## config.mk

```make
export PLATFORM = sky130hd
export DESIGN_NAME = operand_entry
export DESIGN_NICKNAME = d
export VERILOG_FILES = /design/src/rtl/calc_pkg.sv /design/src/rtl/key_edge.sv /design/src/rtl/operand_entry.sv
export SDC_FILE = /design/constraint.sdc
export NUM_CORES = 1
export LEC_CHECK = 0
export BUFFER_PORTS_ARGS = -buffer_cell sky130_fd_sc_hd__buf_2
export CAP_MARGIN = 20
export CORE_AREA = 2 2 76 78
export CTS_CLUSTER_DIAMETER = 80
export CTS_CLUSTER_SIZE = 25
export DETAILED_ROUTE_END_ITERATION = 10
export DIE_AREA = 0 0 78 80
export PLACE_DENSITY = 0.74
export SLEW_MARGIN = 20
export SYNTH_ARGS = -nofsm -noshare
export SYNTH_HDL_FRONTEND = slang
export SYNTH_SLANG_ARGS = --single-unit
export TNS_END_PERCENT = 30
```

## constraint.sdc

```tcl
create_clock -name clk -period 2.65 [get_ports clk]
set_input_delay 0.6625 -clock clk [delete_from_list [all_inputs] [get_ports clk]]
set_output_delay 0.6625 -clock clk [all_outputs]
set_load 0.05 [all_outputs]
```

## src/rtl/calc_pkg.sv

```systemverilog
// Shared calculator definitions: display codes understood by the bcd2seg chain
// and the operand-entry state encoding.
package calc_pkg;

    localparam logic [3:0] BCD_BLANK = 4'hF;
    localparam logic [3:0] BCD_MINUS = 4'hA;

    typedef enum logic [1:0] {
        ENTER_A = 2'd0,
        ENTER_B = 2'd1,
        DONE    = 2'd2
    } entry_state_t;

endpackage

```

## src/rtl/key_edge.sv

```systemverilog
// Vector of rising-edge detectors on already-debounced key levels.
// The event pulse is registered, so it lasts exactly one cycle per key press.
module key_edge #(
    parameter int N = 4
) (
    input  logic         clk,
    input  logic         rst_n,
    input  logic [N-1:0] level,
    output logic [N-1:0] rise
);

    logic [N-1:0] prev;

    always_ff @(posedge clk) begin
        if (!rst_n) begin
            prev <= '0;
            rise <= '0;
        end else begin
            prev <= level;
            rise <= level & ~prev;
        end
    end

endmodule

```

## src/rtl/operand_entry.sv

```systemverilog
// Keypad front end: accumulates signed decimal operands A and B plus a function
// code, converts them to two's complement and exposes the live entry as BCD.
module operand_entry
    import calc_pkg::*;
#(
    parameter int WIDTH  = 6,
    parameter int DIGITS = 2
) (
    input  logic                    clk,
    input  logic                    rst_n,
    input  logic [3:0]              key_digit,
    input  logic                    key_dstb,
    input  logic                    key_neg,
    input  logic                    key_enter,
    input  logic                    key_clear,
    input  logic [2:0]              func_sel,
    output logic signed [WIDTH-1:0] a,
    output logic signed [WIDTH-1:0] b,
    output logic [2:0]              func,
    output logic                    valid,
    output logic                    busy_b,
    output logic [4*DIGITS-1:0]     entry_bcd,
    output logic [3:0]              entry_sgn,
    output logic                    err
);

    localparam int MAGW = $clog2(10**DIGITS);
    localparam int CNTW = $clog2(DIGITS + 1);

    function automatic logic in_range(input logic [MAGW-1:0] m, input logic s);
        int lim;
        lim = s ? (2**(WIDTH-1)) : (2**(WIDTH-1) - 1);
        return int'(m) <= lim;
    endfunction

    function automatic logic signed [WIDTH-1:0] to_twos(input logic [MAGW-1:0] m,
                                                         input logic s);
        int v;
        v = s ? -int'(m) : int'(m);
        return $signed(v[WIDTH-1:0]);
    endfunction

    function automatic logic [MAGW-1:0] mul10_add(input logic [MAGW-1:0] m,
                                                   input logic [3:0] d);
        return (m << 3) + (m << 1) + MAGW'(d);
    endfunction

    logic [3:0] ev;
    logic       ev_dig, ev_neg, ev_ent, ev_clr;

    key_edge #(.N(4)) u_key_edge (
        .clk   (clk),
        .rst_n (rst_n),
        .level ({key_clear, key_enter, key_neg, key_dstb}),
        .rise  (ev)
    );

    assign ev_dig = ev[0];
    assign ev_neg = ev[1];
    assign ev_ent = ev[2];
    assign ev_clr = ev[3];

    // Digit value aligned with the registered strobe event.
    logic [3:0] digit_q;

    always_ff @(posedge clk) begin
        digit_q <= key_digit;
    end

    entry_state_t          state, state_nx;
    logic [MAGW-1:0]       mag;
    logic [CNTW-1:0]       count;
    logic                  sign;
    logic                  commit, range_err, dig_ok;
    logic signed [WIDTH-1:0] value;

    assign value  = to_twos(mag, sign);
    assign dig_ok = (digit_q <= 4'd9) && (count < CNTW'(DIGITS));

    always_ff @(posedge clk) begin
        if (!rst_n) begin
            state <= ENTER_A;
        end else begin
            state <= state_nx;
        end
    end

    always_comb begin
        state_nx  = state;
        commit    = 1'b0;
        range_err = 1'b0;
        if (ev_clr) begin
            state_nx = ENTER_A;
        end else if (ev_ent) begin
            if (state != DONE) begin
                if (in_range(mag, sign)) begin
                    commit   = 1'b1;
                    state_nx = (state == ENTER_A) ? ENTER_B : DONE;
                end else begin
                    range_err = 1'b1;
                end
            end
        end else if ((ev_neg || ev_dig) && state == DONE) begin
            state_nx = ENTER_A;
        end
    end

    always_ff @(posedge clk) begin
        if (!rst_n) begin
            a         <= '0;
            b         <= '0;
            func      <= '0;
            valid     <= 1'b0;
            err       <= 1'b0;
            mag       <= '0;
            count     <= '0;
            sign      <= 1'b0;
            entry_bcd <= '0;
        end else if (ev_clr) begin
            valid     <= 1'b0;
            err       <= 1'b0;
            mag       <= '0;
            count     <= '0;
            sign      <= 1'b0;
            entry_bcd <= '0;
        end else if (ev_ent) begin
            if (commit) begin
                mag       <= '0;
                count     <= '0;
                sign      <= 1'b0;
                entry_bcd <= '0;
                if (state == ENTER_A) begin
                    a <= value;
                end else begin
                    b     <= value;
                    func  <= func_sel;
                    valid <= 1'b1;
                end
            end else if (range_err) begin
                err <= 1'b1;
            end
        end else if (ev_neg) begin
            err <= 1'b0;
            // From DONE the entry is already clear, so the new A starts negative.
            if (state == DONE) begin
                valid <= 1'b0;
                sign  <= 1'b1;
            end else begin
                sign <= ~sign;
            end
        end else if (ev_dig) begin
            err <= 1'b0;
            if (state == DONE) begin
                valid <= 1'b0;
            end
            if (dig_ok) begin
                mag       <= mul10_add(mag, digit_q);
                count     <= count + 1'b1;
                entry_bcd <= {entry_bcd[4*DIGITS-5:0], digit_q};
            end
        end
    end

    assign busy_b    = (state == ENTER_B);
    assign entry_sgn = sign ? BCD_MINUS : BCD_BLANK;

endmodule

```

Yosys cells after proc, flatten, opt, wreduce, memory -nomap -nowiden
Cells that the tools add are included.
{"block": "totals", "ff_bits": 49, "elab_cells": 99, "output_inout_bits": 30}
{"block": "classes", "n_reduce_logical": 17, "addsub": 4, "eq_ne": 10, "mux": 46, "n_bitwise": 6, "n_lt_le_gt_ge": 3}
{"op": "8-bit two-way mux", "n": 5}
{"op": "7-bit two-way mux", "n": 5}
{"op": "1-bit two-way mux", "n": 23}
{"op": "2-bit two-way mux", "n": 10}
{"op": "2-bit != test, second input constant", "n": 7}
{"op": "6-bit two-way mux", "n": 2}
{"op": "4-bit AND reduction", "n": 3}
{"op": "3-bit AND reduction", "n": 3}
{"op": "2-bit nonzero test", "n": 4}
{"op": "7-bit by 4-bit adder with 7-bit output", "n": 1}
{"op": "7-bit adder", "n": 1}
{"op": "7-bit by 6-bit less-or-equal comparator with 1-bit output", "n": 1}
{"op": "6-bit negation", "n": 1}
{"op": "4-bit bitwise AND", "n": 1}
{"op": "4-bit less-or-equal comparator, second input constant", "n": 1}
{"op": "1-bit NOT", "n": 4}
{"op": "4-bit NOT", "n": 1}
{"op": "3-bit two-way mux", "n": 1}
{"op": "3-bit nonzero test", "n": 1}
{"op": "2-bit by 1-bit adder with 2-bit output, second input constant", "n": 1}
{"op": "2-bit by 1-bit equality test with 1-bit output, second input constant", "n": 1}
{"op": "2-bit equality test, second input constant", "n": 1}
{"op": "1-bit logical AND", "n": 2}
{"op": "2-bit logical NOT", "n": 1}
{"op": "5 further kinds", "n": 5}

Longest topological paths before layout
Gate-level depths: netlist (run 1).
{"block": "logic_depth", "ltp_word": 9, "depth_mapped": 8}

Modules after synthesis
A second synthesis (run 1) with hierarchy kept.
{"block": "hier_totals", "cells_unflattened": 258, "area_unflattened_um2": 2334.7}
{"mod": "operand_entry", "area_each_um2": 2109.5, "cells_each": 242, "seq_area_each_um2": 800.8, "instances": 1}
{"mod": "key_edge", "area_each_um2": 225.2, "cells_each": 16, "seq_area_each_um2": 160.2, "instances": 1}

Least setup slack after synthesis (run 1)
Ideal clock, no wire load.
{"block": "synth_timing", "path_kind": "register -> register", "startpoint": "register sign", "endpoint": "register count[0]", "period_less_slack_ns": 2.319, "path_slack_ns": 0.331, "t_arrival_ns": 2.236, "path_stages_with_launch": 8, "setup_time_ns": 0.083, "cell_sequence": "dfxtp_1 inv_1 ha_1 nand4b_2 a21o_4 a22o_4 buf_6 o31ai_4"}
{"block": "synth_via", "elab_chain_cells": 8}
{"item": "from (decl)", "line": "operand_entry.sv:73", "source": "logic sign;"}
{"item": "from (signal assigned)", "line": "operand_entry.sv:149", "source": "sign <= ~sign;"}
{"item": "6-bit two-way mux", "line": "operand_entry.sv:32", "source": "lim = s ? (2**(WIDTH-1)) : (2**(WIDTH-1) - 1);"}
{"item": "7-bit by 6-bit less-or-equal comparator with 1-bit output", "line": "operand_entry.sv:33", "source": "return int'(m) <= lim;"}
{"item": "1-bit two-way mux", "line": "operand_entry.sv:96", "source": "if (in_range(mag, sign)) begin"}
{"item": "1-bit two-way mux", "line": "operand_entry.sv:95", "source": "if (state != DONE) begin"}
{"item": "1-bit two-way mux", "line": "operand_entry.sv:94", "source": "end else if (ev_ent) begin"}
{"item": "1-bit two-way mux", "line": "operand_entry.sv:92", "source": "if (ev_clr) begin"}
{"item": "2-bit != test (no line)"}
{"item": "4-bit AND reduction (no line)"}
{"item": "to (signal assigned)", "line": "operand_entry.sv:158", "source": "count <= count + 1'b1;"}
{"item": "to (decl)", "line": "operand_entry.sv:72", "source": "logic [CNTW-1:0] count;"}
Every way passes these cells.
A chain may end at the register's enable or synchronous reset.

==> results of run 1 <==
-- synthesized netlist by cell type, types with 6 or more instances --
master and count:
a21oi_1 6, and2_1 6, buf_4 6, clkbuf_1 7, dfxtp_1 48, ha_1 15
inv_1 10, mux2i_1 16, nand2_1 35, nand3_1 16, nor2b_1 8, o21ai_0 6
o22ai_1 6
-- worst max-delay path: stages, from the launching register on --
cell and delay, ns:
dfxtp_1 0.46, inv_1 0.16, fa_1 0.62, inv_1 0.06, ha_1 0.29, a21o_1 0.16
a21oi_1 0.16, xor2_1 0.09, o32ai_1 0.23
-- kinds of logic (layout without fill, tap and decap cells) --
family / Yosys count / count (layout) / synth area share [%]
other cells: 1 / 2 / 0.159
fa+ha+maj: 17 / 17 / 9.66
mux: 17 / 17 / 7.27
buf+inv: 25 / 62 / 5.25
flops: 48 / 48 / 40.7
simple gates: 90 / 90 / 19.7
xor+xnor: 5 / 5 / 1.86
compound gates: 45 / 45 / 15.3
-- how the worst max path moves through the flow --
stage	from	endpoint	slack, ns	cells after the start
floorplan	sign	count[0]	0.33	7
global placement	entry_bcd[0]	mag[5]	0.40	8
detailed placement	entry_bcd[0]	mag[5]	0.36	8
CTS	entry_bcd[0]	mag[5]	0.32	8
global route	sign	a[1]	0.12	6
finish	entry_bcd[0]	mag[5]	0.32	8
-- sequential cells by signal, indices dropped and copies added, names as in the netlist --
register,count
entry_bcd,8
a,6
b,6
mag,6
digit_q,4
u_key_edge.prev,4
u_key_edge.rise,4
func,3
count,2
state,2
err,1
sign,1
valid,1
-- power breakdown --
| group | switching (µW) | total [µW] | internal (µW) |
|---|---|---|---|
| clock network | 244 | 715 | 471 |
| logic | 84.1 | 130 | 46.0 |
| registers | 13.5 | 749 | 735 |
| total | 341 | 1590 | 1250 |
-- cell type report --
type	count	share of cell area (%)
flip-flops and latches	48	34.9
repair buffers	44	8.36
inverters	10	1.36
clock buffers	5	2.50
well taps	72	3.27
multi-input cells	176	46.4
clock inverters	3	3.27
-- metal layers --
layer  global-route usage (%)  wire, µm  vias up
li1                         -         -      948
met1                     20.1      2230      861
met2                     28.1      2200       59
met3                     3.85       264       12
met4                     9.30       147        0
met5                        0         0        -
-- per-stage QoR --
| step | power [µW] | cells | area (µm²) | hold slack, ns | utilization, % |
|---|---|---|---|---|---|
| floorplan | 866 | 249 | 2360 | 0.367 | - |
| global placement | 893 | 350 | 2600 | 0.371 | 48.0 |
| detailed placement | 896 | 350 | 2600 | 0.376 | 48.0 |
| CTS | 1610 | 358 | 2760 | 0.388 | 51.0 |
| global route | 1650 | 358 | 2760 | 0.406 | 51.0 |
| finish | 1590 | 358 | 2760 | 0.385 | 51.0 |
==> flow_summary.ini, run 1 <==
[finish]
num-fill-cells = 523
multi_input_area_um2 = 1280
diodes = 0
final_net_count = 315
layout_commonest_cell = dfxtp_1
area_delta_synth_final_pct = 16.8
drive_gt1_share_pct = 22.0
final_cell_mix = 48 x dfxtp_1, 40 x buf_2, 35 x nand2_1
seqCellArea_um2 = 961

[timing]
clock_skew_ns = 0.00764
worst_pin_slew_ns = 0.610
fin_ws_ns = 0.325
max_freq_mhz = 430
rsz0062_at_grt = no
tns_ns = 0
slew_headroom_pct = 59.4
finalMaxSlewViolations = 0
finalCritPeriodShare_pct = 87.8
period_minus_slack_ns = 2.33
setup_viol = 0
hold_viol_final = 0

[critical_path]
critPathMaxFanout = 6
end_kind = register
r2r_setup_slack_ns = 0.32
cp-start-kind = register
rr_worst_depth = 8
cp.arrival_ns = 2.54
cp.required_ns = 2.86
reg2reg_to = mag[5]
crit_type = register to register
reg2reg_from = entry_bcd[0]

[synth]
synth_edf_count = 0
ys_ff_latch = 48
yosysTopAreaCell = dfxtp_1
yosysSeqAreaShare_pct = 40.7
syn-instance-count = 248
postSynthAreaPerCell_um2 = 9.51
yosys-top-cells-area = dfxtp_1 41%, ha_1 8.0%, mux2i_1 6.8%
synthDistinctLibCells = 51
synth_top_area_share_pct = 40.7
netlist_area_um2 = 2360
ys.warnings.count = 0
async_flop_share_pct = 0
synth_ff_type = dfxtp_1

[place]
gp_routability_congestion = 0.856
dp.final_hpwl_um = 3570
pre_cts_ws_ns = 0.356
io_buffers = 40

[die]
dieHeight_um = 80
die_w_um = 78
die-area_um2 = 6240
rows = 27
core_um2 = 5410
initial_core_util_pct = 43.6
io-pin-count = 43

[global_route]
grt_pass1_wl_um = 8280
antenna_found_initial = 0
grt_pass1_vias = 1808
grt_usage_pct = 16.9
grt_max_degree = 27
overflow = 0

[clock_tree]
cts-hold-fix-buffers = 0
clkTransAtPathRegs_ns = 0.09
cts_root_buf = clkbuf_8
ctsLongestPathBuffers = 2
clock-sinks = 48
cts_resized = 0
cts_made_buffers = 5
cts_setup_buffers = 0
clk_latency_ns = 0.31
ctsHtreeMaxLevel = 2
cts_tree = done

[pwr]
cellLeakagePower_uw = 0.00125
peakVddDrop_mv = 0.406
power_density_nw_per_um2 = 579

[route]
drc = 0
routedWlPerCell_um = 13.5
via_count = 1880
ant_nets = 0
wirelength_um = 4840
dr.first_iter.drc_count = 109
drtPass1Iterations = 4
viasPerCell = 5.25

[run]
maxCapViolCount = 0

[status]
status = complete, no violations

[min_path]
hp-class = register to register
min_to = u_key_edge.rise[0]
worstHoldPathCells = 1
min_from = u_key_edge.prev[0]
Note: power is estimated with default switching activity, not from simulation.
==> run 2: changes to the inputs <==
- CORE_AREA: 2 2 76 78 -> 2 2 65 91
- DIE_AREA: 0 0 78 80 -> 0 0 67 93
==> flow_summary.ini, run 2 (same netlist as run 1, synthesis figures left out) <==
[place]
dp.final_hpwl_um = 3630
gp_routability_congestion = 0.790
io_buffers = 40

[clock_tree]
cts_setup_buffers = 0
cts-hold-fix-buffers = 0
cts_made_buffers = 5
cts_tree = done
clkTransAtPathRegs_ns = 0.09
ctsHtreeMaxLevel = 2
cts_resized = 0
cts_root_buf = clkbuf_8
clock-sinks = 48
ctsLongestPathBuffers = 2
clk_latency_ns = 0.30

[route]
viasPerCell = 5.33
drc = 0
wirelength_um = 4780
via_count = 1888
dr.first_iter.drc_count = 74
drtPass1Iterations = 4
ant_nets = 0
routedWlPerCell_um = 13.5

[pwr]
power_density_nw_per_um2 = 519
peakVddDrop_mv = 0.305
cellLeakagePower_uw = 0.00123

[critical_path]
reg2reg_from = sign
rr_worst_depth = 6
cpLargestDelayFamily = compound AO/OA/AOI/OAI gates
cp_slowest_cell = dfxtp_1
cp-start-kind = register
crit_chain = inv_1 -> ha_1 -> nand4b_2 -> a21o_4 -> a22o_4 -> o41ai_1
critPathMaxFanout = 16
cp_num_buf_inv = 1
reg2reg_to = mag[1]
cp.arrival_ns = 2.61
cpPeakStageDelay_ns = 0.52
cp.required_ns = 2.84
end_kind = register
r2r_setup_slack_ns = 0.23
crit_type = register to register

[finish]
final_net_count = 315
area_delta_synth_final_pct = 14.6
num-fill-cells = 542
final_cell_mix = 48 x dfxtp_1, 40 x buf_2, 35 x nand2_1
largest_register_ffs = 8
utilization_pct = 49.6
top_register = entry_bcd
diodes = 0
drive_gt1_share_pct = 22.0
layout_commonest_cell = dfxtp_1

[die]
io-pin-count = 43
core_um2 = 5450
dieHeight_um = 93
die-area_um2 = 6230
rows = 32
initial_core_util_pct = 43.3
die_w_um = 67

[global_route]
grt_max_degree = 27
overflow = 0
antenna_found_initial = 0
grt_pass1_wl_um = 7940
grt_pass1_vias = 1842
grt_usage_pct = 16.4

[status]
status = complete, no violations

[timing]
finalMaxSlewViolations = 0
period_minus_slack_ns = 2.42
hold_viol_final = 0
max_freq_mhz = 414
slew_headroom_pct = 60.5
finalCritPeriodShare_pct = 91.3
hold-worst-slack_ns = 0.385
tns_ns = 0
rsz0062_at_grt = no
setup_viol = 0
clock_skew_ns = 0.00726
worst_pin_slew_ns = 0.593

[min_path]
min_from = u_key_edge.prev[1]
hp-class = register to register
worstHoldPathCells = 1
min_to = u_key_edge.rise[1]

[run]
maxCapViolCount = 0
-- run 2: cell type report --
class	count	area (µm²)	area share, %
Clock buffer	5	68.8	2.55
Sequential cell	48	961	35.6
Tap cell	68	85.1	3.15
Multi-Input combinational cell	176	1280	47.3
Timing Repair Buffer	44	230	8.52
Inverter	10	37.5	1.39
Clock inverter	3	42.5	1.57
-- run 2: worst max path at each step --
stage	from	end	cells after the start	slack, ns
6_report	sign	mag[1]	6	0.23
5_1_grt	sign	mag[2]	6	0.12
4_1_cts	sign	mag[1]	6	0.24
3_5_place_dp	sign	mag[1]	6	0.29
3_3_place_gp	sign	a[3]	6	0.47
2_1_floorplan	sign	count[0]	7	0.33
-- run 2: power by group --
part	switching, µW	total, µW	leakage [µW]	internal, µW
Combinational	84.8	130	0.000786	45.5
Sequential	12.9	748	0.000390	735
Clock	244	523	0.0000541	279
Total	341	1400	0.00123	1060
-- run 2: routing by layer --
layer  global-route usage [%]  part of all wire (%)  vias to the layer above
li1                         -                     -                      947
met3                     2.89                   4.4                        9
met2                     29.3                    52                       52
met5                        0                     0                        -
met4                     7.99                   2.3                        0
met1                     18.1                    41                      880
-- run 2: through the flow --
step | power (µW) | std cells | setup WS [ns] | cell area (µm²)
2_1_floorplan | 866 | 249 | 0.331 | 2360
3_3_place_gp | 893 | 346 | 0.471 | 2590
3_5_place_dp | 896 | 346 | 0.290 | 2590
4_1_cts | 1420 | 354 | 0.239 | 2700
5_1_grt | 1460 | 354 | 0.117 | 2700
6_report | 1400 | 354 | 0.232 | 2700
==> run 3: changes to the inputs <==
- GPL_TIMING_DRIVEN: unset -> 0
==> flow_summary.ini, run 3 (same netlist as run 1, synthesis figures left out) <==
[clock_tree]
cts-hold-fix-buffers = 0
cts_setup_buffers = 0
clock-sinks = 48
clkTransAtPathRegs_ns = 0.09
cts_tree = done
ctsLongestPathBuffers = 2
clk_latency_ns = 0.31
ctsHtreeMaxLevel = 2
cts_root_buf = clkbuf_8
cts_resized = 0
cts_made_buffers = 5

[timing]
hold_viol_final = 0
finalCritPeriodShare_pct = 90.2
tns_ns = 0
max_freq_mhz = 418
finalMaxSlewViolations = 0
hold-worst-slack_ns = 0.388
rsz0062_at_grt = no
slew_headroom_pct = 65.2
worst_pin_slew_ns = 0.515
period_minus_slack_ns = 2.39
clock_skew_ns = 0.00476
setup_viol = 0

[critical_path]
cp-start-kind = register
reg2reg_from = sign
cp.arrival_ns = 2.62
rr_worst_depth = 6
reg2reg_to = a[2]
r2r_setup_slack_ns = 0.26
cp.required_ns = 2.89
crit_type = register to register
critPathMaxFanout = 11
end_kind = register

[finish]
final_net_count = 326
diodes = 0
top_register = entry_bcd
final_cell_mix = 48 x dfxtp_1, 40 x buf_2, 35 x nand2_1
utilization_pct = 51.5
largest_register_ffs = 8
num-fill-cells = 542
drive_gt1_share_pct = 22.2
area_delta_synth_final_pct = 19.0
layout_commonest_cell = dfxtp_1

[pwr]
power_density_nw_per_um2 = 574
peakVddDrop_mv = 0.363
cellLeakagePower_uw = 0.00128

[route]
drc = 0
routedWlPerCell_um = 13.8
drtPass1Iterations = 4
via_count = 1964
ant_nets = 0
dr.first_iter.drc_count = 77
viasPerCell = 5.38
wirelength_um = 5040

[die]
core_um2 = 5450
die_w_um = 67
dieHeight_um = 93
rows = 32
initial_core_util_pct = 43.3
die-area_um2 = 6230
io-pin-count = 43

[global_route]
grt_pass1_vias = 1904
grt_pass1_wl_um = 8470
antenna_found_initial = 0
grt_max_degree = 16
grt_usage_pct = 17.4
overflow = 0

[min_path]
worstHoldPathCells = 1
min_from = u_key_edge.prev[1]
hp-class = register to register
min_to = u_key_edge.rise[1]

[place]
dp.final_hpwl_um = 3800
gp_routability_congestion = 0.780
io_buffers = 40

[run]
maxCapViolCount = 0

[status]
status = complete, no violations
==> run 3: cell types whose count changed in the layout (fill, tap and decap cells not counted) <==
| cell | before | now |
|---|---|---|
| buf_6 | 0 | 1 |
| clkinv_2 | 1 | 0 |
| buf_1 | 0 | 1 |
| buf_4 | 4 | 6 |
| clkinvlp_4 | 1 | 0 |
| clkbuf_1 | 0 | 7 |
| bufinv_16 | 1 | 3 |
==> run 3: how the worst max path moves through the flow <==
| stage | from | endpoint | slack [ns] | cells after the start |
|---|---|---|---|---|
| 6_report | sign | a[2] | 0.26 | 6 |
| 5_1_grt | sign | a[2] | 0.07 | 6 |
| 4_1_cts | sign | a[2] | 0.22 | 6 |
| 3_5_place_dp | sign | a[2] | 0.26 | 6 |
| 3_3_place_gp | sign | count[0] | 0.30 | 7 |
| 2_1_floorplan | sign | count[0] | 0.33 | 7 |
==> run 3: layer usage <==
layer  global-route usage, %  up-vias  share of wire [%]
met3                    3.97        5                4.6
li1                        -      972                  -
met5                       0        -                  0
met2                    31.3       46                 51
met1                    20.1      941                 43
met4                    5.10        0                1.3
==> run 3: critical path: stages, from the launching register on <==
cell and delay [ns]:
dfxtp_1 0.53, inv_1 0.23, ha_1 0.47, nand4b_2 0.20
a21o_4 0.25, a21oi_2 0.40, mux2i_1 0.24
==> run 3: power breakdown <==
part	internal, µW	switching (µW)
Combinational	50.9	87.9
Sequential	735	13.3
Clock	472	252
Total	1260	354
==> run 3: cell type report <==
type | instances | area [µm²] | area share, %
Multi-Input combinational cell | 176 | 1280 | 45.5
Sequential cell | 48 | 961 | 34.2
Timing Repair Buffer | 40 | 200 | 7.13
Clock inverter | 3 | 90.1 | 3.21
Buffer | 15 | 86.3 | 3.08
Tap cell | 68 | 85.1 | 3.03
Clock buffer | 5 | 68.8 | 2.45
Inverter | 10 | 37.5 | 1.34
==> run 3: metrics by stage <==
stage	worst slack, ns	std cells	total power, µW	instance area (µm²)
after global routing	0.0669	365	1670	2810
after floorplan	0.331	249	866	2360
after CTS	0.224	365	1620	2810
after detailed placement	0.264	357	905	2650
final	0.260	365	1610	2810
after global placement	0.296	357	901	2650
